## src/rtl/permutation_ctrl_pkg.sv

```systemverilog
// ============================================================================
// permutation_ctrl_pkg : shared types and constants for the permutation
// sequencing controller.   Rev 1.0
// ============================================================================
`default_nettype none

package permutation_ctrl_pkg;

    typedef logic [3:0] type_round;

    typedef enum logic [1:0] {
        IDLE  = 2'd0,
        FIRST = 2'd1,
        RUN   = 2'd2,
        DONE  = 2'd3
    } type_perm_state;

    localparam type_round ROUND_LAST = 4'd11;

    // First round index of a variant that ends on round 'last'.
    function automatic type_round start_index(input int last, input int nb_rounds);
        return type_round'(last + 1 - nb_rounds);
    endfunction

endpackage

`default_nettype wire

```

## src/rtl/permutation_ctrl_if.sv

```systemverilog
// ============================================================================
// permutation_ctrl_if : start handshake plus datapath control bundle.
// Rev 1.0
// ============================================================================
`default_nettype none

interface permutation_ctrl_if;
    import permutation_ctrl_pkg::*;

    logic      start_i;
    logic      mode_i;
    logic      ready_o;
    logic      select_o;
    logic      enable_o;
    type_round round_o;
    logic      done_o;

    modport master (
        output start_i, mode_i,
        input  ready_o, select_o, enable_o, round_o, done_o
    );

    modport slave (
        input  start_i, mode_i,
        output ready_o, select_o, enable_o, round_o, done_o
    );
endinterface

`default_nettype wire

```

## src/rtl/permutation_ctrl_round_counter.sv

```systemverilog
// ============================================================================
// permutation_ctrl_round_counter : loadable 4-bit round counter that saturates
// at the final round index.   Rev 1.0
// ============================================================================
`default_nettype none

module permutation_ctrl_round_counter
    import permutation_ctrl_pkg::*;
#(
    parameter type_round LAST = ROUND_LAST
) (
    input  wire logic       clock_i,
    input  wire logic       reset_i,
    input  wire logic       load_i,
    input  wire logic [3:0] load_val_i,
    input  wire logic       en_i,
    output logic      [3:0] count_o,
    output logic            last_o
);

    logic [3:0] count_q;
    logic [3:0] count_d;

    // Saturate instead of wrapping so the round index can never run past LAST.
    always_comb begin
        count_d = count_q;
        if (load_i) begin
            count_d = load_val_i;
        end else if (en_i && (count_q < LAST)) begin
            count_d = count_q + 4'd1;
        end
    end

    always_ff @(posedge clock_i or posedge reset_i) begin
        if (reset_i) begin
            count_q <= 4'd0;
        end else begin
            count_q <= count_d;
        end
    end

    assign count_o = count_q;
    assign last_o  = (count_q == LAST);

    a_no_overrun: assert property (@(posedge clock_i) disable iff (reset_i) count_q <= LAST);

endmodule

`default_nettype wire

```

## src/rtl/permutation_ctrl.sv

```systemverilog
// ============================================================================
// permutation_ctrl : sequences init-select, register-enable and round index
// of the permutation datapath for p12 / p6.   Rev 1.0
// ============================================================================
`default_nettype none

module permutation_ctrl #(
    parameter int ROUND_LAST  = 11,
    parameter int NB_ROUNDS_A = 12,
    parameter int NB_ROUNDS_B = 6
) (
    input wire logic          clock_i,
    input wire logic          reset_i,
    permutation_ctrl_if.slave bus
);
    import permutation_ctrl_pkg::*;

    localparam type_round START_A = start_index(ROUND_LAST, NB_ROUNDS_A);
    localparam type_round START_B = start_index(ROUND_LAST, NB_ROUNDS_B);

    type_perm_state state_q;
    type_perm_state state_d;

    logic      cnt_load;
    logic      cnt_inc;
    logic      cnt_last;
    type_round cnt_load_val;
    type_round cnt_value;

    permutation_ctrl_round_counter #(
        .LAST (type_round'(ROUND_LAST))
    ) u_round_counter (
        .clock_i    (clock_i),
        .reset_i    (reset_i),
        .load_i     (cnt_load),
        .load_val_i (cnt_load_val),
        .en_i       (cnt_inc),
        .count_o    (cnt_value),
        .last_o     (cnt_last)
    );

    always_ff @(posedge clock_i or posedge reset_i) begin
        if (reset_i) begin
            state_q <= IDLE;
        end else begin
            state_q <= state_d;
        end
    end

    // start_i is only looked at in IDLE and DONE; mode is captured purely
    // through the counter load value, so mid-run mode changes cannot leak in.
    always_comb begin
        state_d      = state_q;
        cnt_load     = 1'b0;
        cnt_inc      = 1'b0;
        cnt_load_val = bus.mode_i ? START_A : START_B;
        case (state_q)
            IDLE: begin
                if (bus.start_i) begin
                    cnt_load = 1'b1;
                    state_d  = FIRST;
                end
            end
            FIRST, RUN: begin
                if (cnt_last) begin
                    state_d = DONE;
                end else begin
                    cnt_inc = 1'b1;
                    state_d = RUN;
                end
            end
            DONE: begin
                if (bus.start_i) begin
                    cnt_load = 1'b1;
                    state_d  = FIRST;
                end else begin
                    state_d = IDLE;
                end
            end
            default: state_d = IDLE;
        endcase
    end

    assign bus.ready_o  = (state_q == IDLE) || (state_q == DONE);
    assign bus.select_o = (state_q == FIRST);
    assign bus.enable_o = (state_q == FIRST) || (state_q == RUN);
    assign bus.done_o   = (state_q == DONE);
    assign bus.round_o  = cnt_value;

endmodule

`default_nettype wire

```

## src/flat_wrapper.sv

```systemverilog
// flat-port wrapper written by rule: the top's interface ports become plain ports
module permutation_ctrl_flat import permutation_ctrl_pkg::*;
#(
    parameter int ROUND_LAST  = 11,
    parameter int NB_ROUNDS_A = 12,
    parameter int NB_ROUNDS_B = 6
)
  (clock_i, reset_i, bus_start_i, bus_mode_i, bus_ready_o, bus_select_o, bus_enable_o, bus_round_o, bus_done_o);
  permutation_ctrl_if bus_i ();
  input wire logic clock_i;
  input wire logic reset_i;
  input wire logic [$bits(bus_i.start_i)-1:0] bus_start_i;
  input wire logic [$bits(bus_i.mode_i)-1:0] bus_mode_i;
  output wire logic [$bits(bus_i.ready_o)-1:0] bus_ready_o;
  output wire logic [$bits(bus_i.select_o)-1:0] bus_select_o;
  output wire logic [$bits(bus_i.enable_o)-1:0] bus_enable_o;
  output wire logic [$bits(bus_i.round_o)-1:0] bus_round_o;
  output wire logic [$bits(bus_i.done_o)-1:0] bus_done_o;
  assign bus_i.start_i = bus_start_i;
  assign bus_i.mode_i = bus_mode_i;
  assign bus_ready_o = bus_i.ready_o;
  assign bus_select_o = bus_i.select_o;
  assign bus_enable_o = bus_i.enable_o;
  assign bus_round_o = bus_i.round_o;
  assign bus_done_o = bus_i.done_o;
  permutation_ctrl #(.ROUND_LAST(ROUND_LAST), .NB_ROUNDS_A(NB_ROUNDS_A), .NB_ROUNDS_B(NB_ROUNDS_B)) u_core (.clock_i(clock_i), .reset_i(reset_i), .bus(bus_i));
endmodule
```

## config.mk

```make
export PLATFORM = sky130hd
export DESIGN_NAME = permutation_ctrl_flat
export DESIGN_NICKNAME = d
export VERILOG_FILES = /design/src/rtl/permutation_ctrl_pkg.sv /design/src/rtl/permutation_ctrl_if.sv /design/src/rtl/permutation_ctrl_round_counter.sv /design/src/rtl/permutation_ctrl.sv /design/src/flat_wrapper.sv
export SDC_FILE = /design/constraint.sdc
export NUM_CORES = 1
export LEC_CHECK = 0
export CORE_AREA = 5 5 42 44
export CTS_CLUSTER_SIZE = 16
export DETAILED_ROUTE_END_ITERATION = 10
export DIE_AREA = 0 0 47 49
export SYNTH_ARGS = -nofsm -noshare
export SYNTH_HDL_FRONTEND = slang
export SYNTH_SLANG_ARGS = --single-unit
```

## constraint.sdc

```tcl
create_clock -name clock_i -period 1.5 [get_ports clock_i]
set_input_delay 0.15 -clock clock_i [delete_from_list [all_inputs] [get_ports clock_i]]
set_output_delay 0.15 -clock clock_i [all_outputs]
set_load 0.05 [all_outputs]
```

== Word level (Yosys, flattened, before mapping) ==
Index checks and enable logic that the tools add are counted.
Storage, ports and cells
  output and inout port bits: 8
  flip-flop bits (word level): 6
Cells by class
  $add $sub $neg: 1
  eq/ne operators: 5
  reductions and logical operators: 7
  order comparisons: 1
  multiplexer cells: 11
Operators with widths (number)
  2-to-1 mux 4 bit: 2
  2-to-1 mux 1 bit: 6
  one-hot mux 2 bit (3 select lines): 1
  adder 4 x 1 -> 4 bit, second input constant: 1
  equality test 2 bit, second input constant: 2
  equality test 4 bit, second input constant: 1
  < comparator 4 bit, second input constant: 1
  OR reduction 2 bit: 2
  2-to-1 mux 3 bit: 1
  equality test 2 x 1 -> 1 bit, second input constant: 1
  logical NOT 2 bit: 1
  logical OR 1 bit: 2
  2-to-1 mux 2 bit: 1
  != test 2 bit, second input constant: 1
  nonzero test 2 bit: 1
  logical AND 1 bit: 1

== Logic depth before layout (Yosys ltp) ==
Gate-level depths: netlist of the first run.
  depth after elaboration: 6
  depth in mapped cells: 6

== By module ==
From an unflattened synthesis of the first run, not the netlist that was laid out.
Second synthesis, totals
  cells, all modules: 47
  area, all modules: 427.9 µm²
By module, submodules not included
  permutation_ctrl_round_counter: area each 249.0 µm², cells an instance 25, instances 1
  permutation_ctrl: area each 178.9 µm², cells an instance 22, instances 1

== Least setup slack after synthesis of the first run ==
OpenSTA, ideal clock, no wires.
  kind: register to register
  from: register u_core.state_q[0]
  to: register u_core.state_q[1]
  path slack: -0.299 ns
  path buffers: 1
  stages on the path, launching flop included: 6
  required time: 1.355 ns
  arrival: 1.654 ns
  cell sequence: dfrtp_1 inv_1 ha_1 buf_2 inv_1 o21ai_0
Between the ends
  longest elaborated chain between the ends: 3
RTL lines
  from (decl): line permutation_ctrl.sv:21  | type_perm_state state_q;
  from (signal assigned): line permutation_ctrl.sv:46  | state_q <= state_d;
  equality test 2 x 1 -> 1 bit / equality test 2 bit (equally long branches): line permutation_ctrl.sv:57  | case (state_q)
  OR reduction 2 bit: line permutation_ctrl.sv:57
  one-hot mux 2 bit (3 select lines): line permutation_ctrl.sv:57
Several ways; a longest one is shown, not always the timed one.
A chain may end at the register's enable or synchronous reset.

== Worst setup path after layout of the first run ==
  from: register u_core.state_q[0]
  to: output bus_ready_o
Between the ends
  longest elaborated chain between the ends: 2
RTL lines
  equality test 2 bit / logical NOT 2 bit (equally long branches): line permutation_ctrl.sv:84  | assign bus.ready_o = (state_q == IDLE) || (state_q == DONE);
  logical OR 1 bit (*): line permutation_ctrl.sv:84
  to (decl): line flat_wrapper.sv:14  | output wire logic [$bits(bus_i.ready_o)-1:0] bus_ready_o;
Every way passes the cells marked *; elsewhere a longest branch is shown, timed or not.

==> impl.org, run 1 <==
** Outcome
- Status :: finished clean

** Layout
- Synth-to-layout area growth :: 63.55%
- Across the whole layout, storage elements account for 152.6 um2.
- Final-layout fill cell count :: 152
- The finished cells cover 634.4 um2.
- Area of the multi-input gates :: approximately 230 um2
- 0 antenna diodes ended up in the layout.
- The final layout contains 67 nets.
- In the final layout, the share of cells above drive strength 1 is 42.11%.
- Most common cell after layout, fill and taps aside :: sky130_fd_sc_hd__buf_4
- In the layout the commonest cells are sky130_fd_sc_hd__buf_4, sky130_fd_sc_hd__buf_12, sky130_fd_sc_hd__o21ai_0, sky130_fd_sc_hd__ha_1, sky130_fd_sc_hd__dfrtp_1.

** Clock tree
- TritonCTS created 3 clock buffers.
- Clock Pin Slew Worst Setup and Hold Paths :: 50 ps
- CTS Hold Bufs :: 0
- Clock root buffer :: sky130_fd_sc_hd__clkbuf_4
- TritonCTS built the clock tree.
- The clock passes through at most 2 buffers.
- The clock drives 6 sinks.
- Later-pin clock latency in the skew report :: 240 ps
- CTS built an H-tree with a depth of 1.

** Drt
- Routed wirelength normalized by instance count :: 11.41 um
- After the first detailed-routing iteration, the DRC count stood at 2.
- In this run the remaining antenna-violating nets after routing total 0.
- In the routed layout, each cell is associated on average with a via count of around 4.9.
- After detailed routing, the number of remaining DRC violations is 0.
- Total Routed Length :: 833 um
- Summing over every cut layer, the via total after detailed routing is 355.
- Number of iterations in the first detailed-routing pass :: 4

** Worst setup path
- The worst setup path is of the reg -> out kind.
- Critical path fanouts, max :: 4
- The number of buffers and inverters on the critical path is 3.
- Data arrival time at the worst-slack endpoint :: around 1300 ps
- The slowest stage of the critical path belongs to the cell sky130_fd_sc_hd__dfrtp_1.
- STA classifies the critical path startpoint as a register.
- The largest single stage delay on the critical path is around 380 ps.
- CP top delay family :: flip-flops
- For the worst setup path, the data required time is 1350 ps.
- Nature of the critical path endpoint :: output pin
- In this run the number of cells on the critical path is 4.
- CP cell instances :: inv_2 -> ha_4 -> clkinvlp_4 -> buf_12
- Number of cells traversed by the worst register-to-register path :: 6

** Timing
- The tightest hold path in the finished design has a slack of 114.3 ps.
- Fmax :: between 0.6 and 0.7 GHz
- On the final layout, the worst clock skew is 2.386 ps.
- Setup repair after global routing missed its margin :: yes
- Max-slew violation total from the final report :: 0
- The final hold violation count was 0.
- Setup-failing EPs final :: 0
- Final period util :: 95.94%
- Summed over all failing endpoints, the final setup total negative slack is 0 ps.
- Max-Slew Margin vs Limit :: 81.02%
- The smallest clock period supported by the final layout is computed as 1439 ps.
- Slew at the pin closest to its max-slew limit :: between 200 and 300 ps

** Floorplan
- Width of the chip :: 47 um
- The floorplan step defined a die boundary enclosing 0.002303 mm2.
- The floorplan has 14 rows.
- From bottom edge to top edge, the die measures about 49 um.
- The floorplan step defined a core boundary enclosing 0.001401 mm2.
- The initial utilization of the core area, before any placement, comes to approximately 28%.
- For this design the top-level I/O count stands at 12.

** Placed design
- Once detailed placement completed, the half-perimeter wirelength came to 697.6 um.
- Buffers added on ports :: 11
- Instance area after placement :: 581.8 um2
- Routability Congestion :: 0.7059

** Logic synthesis
- During synthesis, Yosys emitted a total of 0 warnings.
- In this run the cell area of the synthesized design comes to approximately 390 um2.
- The share of synthesized area in the top cell type comes to between 30 and 40%.
- Cell taking the most area after synthesis :: sky130_fd_sc_hd__dfrtp_1
- Mean Syn Cell Area :: 9.945 um2
- Counting distinct cell types in the post-synthesis netlist gives 19.
- Summing the sequential cell areas from Yosys gives 38.71% of the chip area.
- Synthesis produced a netlist whose cell count is 39.
- Seq cells post-synth :: 6
- By area the synthesized netlist is led by sky130_fd_sc_hd__dfrtp_1, sky130_fd_sc_hd__ha_1, sky130_fd_sc_hd__mux2i_1.
- The number of nets in the synthesized netlist is 48.

** GRT
- Vias in the first global route :: 357
- After global routing the overflow that remains totals 0.
- The number of antenna violations at the first check in global routing is 0.
- First-pass GRT wire length :: 1483 um
- For this run, the total global-route usage over all layers was measured as 8.982%.
- Largest net degree at the start of global routing :: 7

** Flow run
- Max cap viols :: 0

** Min path
- HP Class :: in -> async
-- registers in the layout, summed over array words and instances, names as in the netlist --
| name | flops |
|---|---|
| u_core.u_round_counter.count_o | 4 |
| u_core.state_q | 2 |
-- metal layers --
metal	global-route usage, %	vias up	part of all wire [%]
met5	0	-	0
met4	2.765	0	0.60
li1	-	174	-
met3	5.535	2	10
met1	9.354	166	40
met2	14.48	13	49
-- cell usage after synthesis --
library cell and count:
sky130_fd_sc_hd__a31oi_1 1, sky130_fd_sc_hd__o21ai_0 4, sky130_fd_sc_hd__nor2_1 2, sky130_fd_sc_hd__o22ai_1 1, sky130_fd_sc_hd__o21ai_2 1, sky130_fd_sc_hd__ha_1 5, sky130_fd_sc_hd__a21oi_1 1, sky130_fd_sc_hd__buf_2 1
sky130_fd_sc_hd__mux2i_1 2, sky130_fd_sc_hd__a2111oi_2 1, sky130_fd_sc_hd__nand2_1 3, sky130_fd_sc_hd__inv_1 5, sky130_fd_sc_hd__xnor2_1 1, sky130_fd_sc_hd__a311oi_1 1, sky130_fd_sc_hd__nor2b_2 1, sky130_fd_sc_hd__dfrtp_1 6
sky130_fd_sc_hd__nor2b_1 1, sky130_fd_sc_hd__nand4b_1 1, sky130_fd_sc_hd__and4b_1 1
-- logic make-up (layout without fill, tap and decap cells) --
logic type      Yosys count  count (layout)  synth area share (%)
flops                     6               6                 38.71
mux                       2               2                 5.161
simple gates              9               9                 13.55
xor+xnor                  1               1                 2.258
buf+inv                   6              24                 6.128
compound gates           10              10                 18.07
fa+ha+maj                 5               5                 16.13
-- worst paths after layout --
| path | end | startpoint | slack (ps) |
|---|---|---|---|
| hold reg to reg | u_core.state_q[1] | u_core.state_q[1] | 540 |
| min in group clock_i | u_core.state_q[1] | u_core.state_q[1] | 540 |
| hold / removal | u_core.u_round_counter.count_o[3] | reset_i | 110 |
| setup / recovery | bus_ready_o | u_core.state_q[0] | 60 |
| max in group asynchronous | u_core.u_round_counter.count_o[0] | reset_i | 1190 |
| setup reg to reg | u_core.state_q[0] | u_core.state_q[0] | 90 |
-- cell type report --
type | count | area share [%]
multi-input cells | 27 | 35.70
repair buffers | 15 | 29.39
flip-flops and latches | 6 | 24.06
clock buffers | 4 | 4.142
inverters | 5 | 3.550
well taps | 16 | 3.156
-- stage by stage --
step	instances	util (%)	setup slack (ps)
CTS	73	45.00	52.05
global route	73	45.27	-2.447
floorplan	39	-	12.07
finish	73	45.27	60.95
detailed placement	66	41.52	159.9
global placement	66	41.52	166.5
-- timing repair --
action / CTS / global route
resized for setup: 0 / 1
gates cloned: 0 / 0
pin swaps: 1 / 0
setup buffers: 3 / 0
endpoints found under the setup margin: 1 / 1
Power of run 1 is left out: the tool's default activity adds up to more than one toggle a clock period on the data nets, which glitch-free logic cannot reach.
==> run 2: changes to the inputs <==
==> constraint.sdc (replaced) <==
create_clock -name clock_i -period 1.2 [get_ports clock_i]
set_input_delay 0.12 -clock clock_i [delete_from_list [all_inputs] [get_ports clock_i]]
set_output_delay 0.12 -clock clock_i [all_outputs]
set_load 0.05 [all_outputs]
==> run 2 against run 1 <==
Against the previous run: the run now ends with negative setup slack left; global-route usage increased by 2.3 points; routed wire length increased by 38%; clock-buffer cell count decreased by 1; first-iteration DRC count increased to 4.5 times the previous value; via count increased by 17%; critical endpoint is now bus_select_o; highest routed layer unchanged.
==> impl.org, run 2 (synthesized netlist as in run 1, its figures left out) <==
** Drt
- Routed wirelength normalized by instance count :: 13.40 um
- In this run the remaining antenna-violating nets after routing total 0.
- After detailed routing, the total wire length is 1152 um.
- Post-detailed-route DRC marker count :: 0
- Number of vias after detailed routing :: ~420
- Number of iterations in the first detailed-routing pass :: 4
- Via count normalized by instance count :: 4.837
- DRT iter0 DRCs :: 9

** Placed design
- Pre-CTS worst setup slack :: -108.0 ps
- Buffers added on ports :: 11
- Instance area after placement :: ~740 um2
- At the end of routability-driven placement, the weighted congestion stood at 0.7747.
- Detailed placement ended at an HPWL of 810.5 um.

** Timing
- For this run, the top clock speed supported by timing is 0.7291 GHz.
- Final period util :: 114.3%
- The final hold violation count was 0.
- At the pin with the least slew margin, the transition time is 264.3 ps.
- Final hold slack :: approximately 85 ps
- Final period demand of the worst path :: 1372 ps
- Setup repair after global routing could not meet its margin everywhere.
- The count of final max-slew check failures is 0.
- Clock skew after layout :: 7.637 ps
- Setup slack on the critical path of the routed design comes to -171.6 ps.
- Setup violations remaining at the end of the flow were counted as 7.
- Measured against its own limit, the worst slew margin works out to 82.38%.

** Floorplan
- The die covers roughly 0.0023 mm2.
- For this configuration, the core starts out at a cell density of 27.68%.
- In this run the horizontal extent of the chip is between 40 and 50 um.
- After floorplanning, the core was divided into 14 placement rows.
- Die Y :: 49 um
- In this run the standard cell core region covers 0.001401 mm2.
- Boundary pin count :: 12

** Worst setup path
- In this design, the stage delay of the slowest critical-path cell is 390 ps.
- The worst register-to-register path has a setup slack of -170 ps.
- Data arrival time at the worst-slack endpoint :: 1250 ps
- The worst setup path is captured at an output pin.
- The worst register-to-register path begins at u_core.state_q[1].
- For this design, the slowest cell found on the critical path is sky130_fd_sc_hd__dfrtp_1.
- The worst setup path is launched from a register.
- The cell that appears most often on the critical path is sky130_fd_sc_hd__buf_4.
- Along the worst path, the maximum fanout reaches 2.
- CP Class :: reg -> out
- Timing startpoint of the critical path :: u_core.state_q[0]
- Walking the worst path, the cells encountered are buf_4 -> buf_4 -> ha_2 -> buf_12.
- STA puts the critical path data required time at 1080 ps.

** Layout
- The number of antenna diodes in the final layout is 0.
- The register with the most flip-flops in the layout has 4 of them.
- Once layout is done, the placed cells without fillers occupy a little over 800 um2.
- In the final layout, the share of cells above drive strength 1 is between 60% and 70%.
- Synth-to-layout area growth :: 111.6%
- Layout Nets :: 81
- Most common cell after layout, fill and taps aside :: sky130_fd_sc_hd__buf_4
- Most frequent cells in the layout :: sky130_fd_sc_hd__buf_4, sky130_fd_sc_hd__buf_12, sky130_fd_sc_hd__dfrtp_1

** GRT
- Largest net degree at the start of global routing :: 7
- Global routing used 11.32% of the available tracks.
- First-pass GRT wire length :: 1814 um
- Overflow left after global routing :: 0
- The number of global-route vias before repair was 421.
- The number of antenna violations at the first check in global routing came to 0.

** Flow run
- Max cap viols :: 0

** Outcome
- The final reports fail on negative setup slack.
- Status :: finished, violations left

** Min path
- HP Class :: in -> async

** Clock tree
- After clock tree synthesis, the flow added hold-fix buffers numbering 0.
- Clock Pin Slew Worst Setup and Hold Paths :: 50 ps
- Number of clock sinks :: 6
- Total clock buffers created by CTS :: 3
- Later-pin clock latency in the skew report :: 250 ps
- Clock root buffer :: sky130_fd_sc_hd__clkbuf_4
- Maximum clock path buffer count :: 2
- TritonCTS clock tree :: done
- In this run the number of H-tree levels came out at 1.
## run 2: what timing repair did
item                                    in CTS  in global routing
endpoints found under the setup margin       6                 10
setup buffers                                3                  1
pin swaps                                    0                  2
gates resized for setup                      5                  2
## run 2: metal layers
metal	track usage [%]	share of wire, %	wire, um	vias to the layer above
met5	0	0	0	-
met4	6.912	2.5	29	0
met1	14.48	42	484	197
met2	16.52	52	596	11
li1	-	-	-	204
met3	2.583	3.6	42	4
## run 2: area by class of cell
class	count	area, um2
Clock buffer	3	22.52
Fill cell	118	580.6
Inverter	5	22.52
Multi-Input combinational cell	27	277.8
Sequential cell	6	152.6
Tap cell	16	20.02
Timing Repair Buffer	29	325.3
## run 2: path summary, 6_finish.rpt
check,cells after the start,endpoint
min in group clock_i,4,u_core.u_round_counter.count_o[2]
max in group asynchronous,2,u_core.u_round_counter.count_o[0]
worst max-delay path,4,bus_select_o
worst max register to register,6,u_core.u_round_counter.count_o[2]
worst min-delay path,2,u_core.u_round_counter.count_o[1]
worst min register to register,3,u_core.state_q[1]
## run 2: worst max-delay path, delay by kind of cell, from the launching register on
family | cells | cell delay, ps
DFF | 1 | 390
adders and majority gates | 1 | 180
buffers and inverters | 3 | 420
## run 2: stage by stage
stage | cells | setup TNS (ps) | util, %
CTS | 85 | -884.2 | 57.59
detailed placement | 79 | -169.3 | 52.59
floorplan | 39 | -1316 | -
finish | 86 | -896.1 | 58.57
global placement | 79 | -90.20 | 52.59
global route | 86 | -1274 | 58.57
Power of run 2 is left out for the same reason.
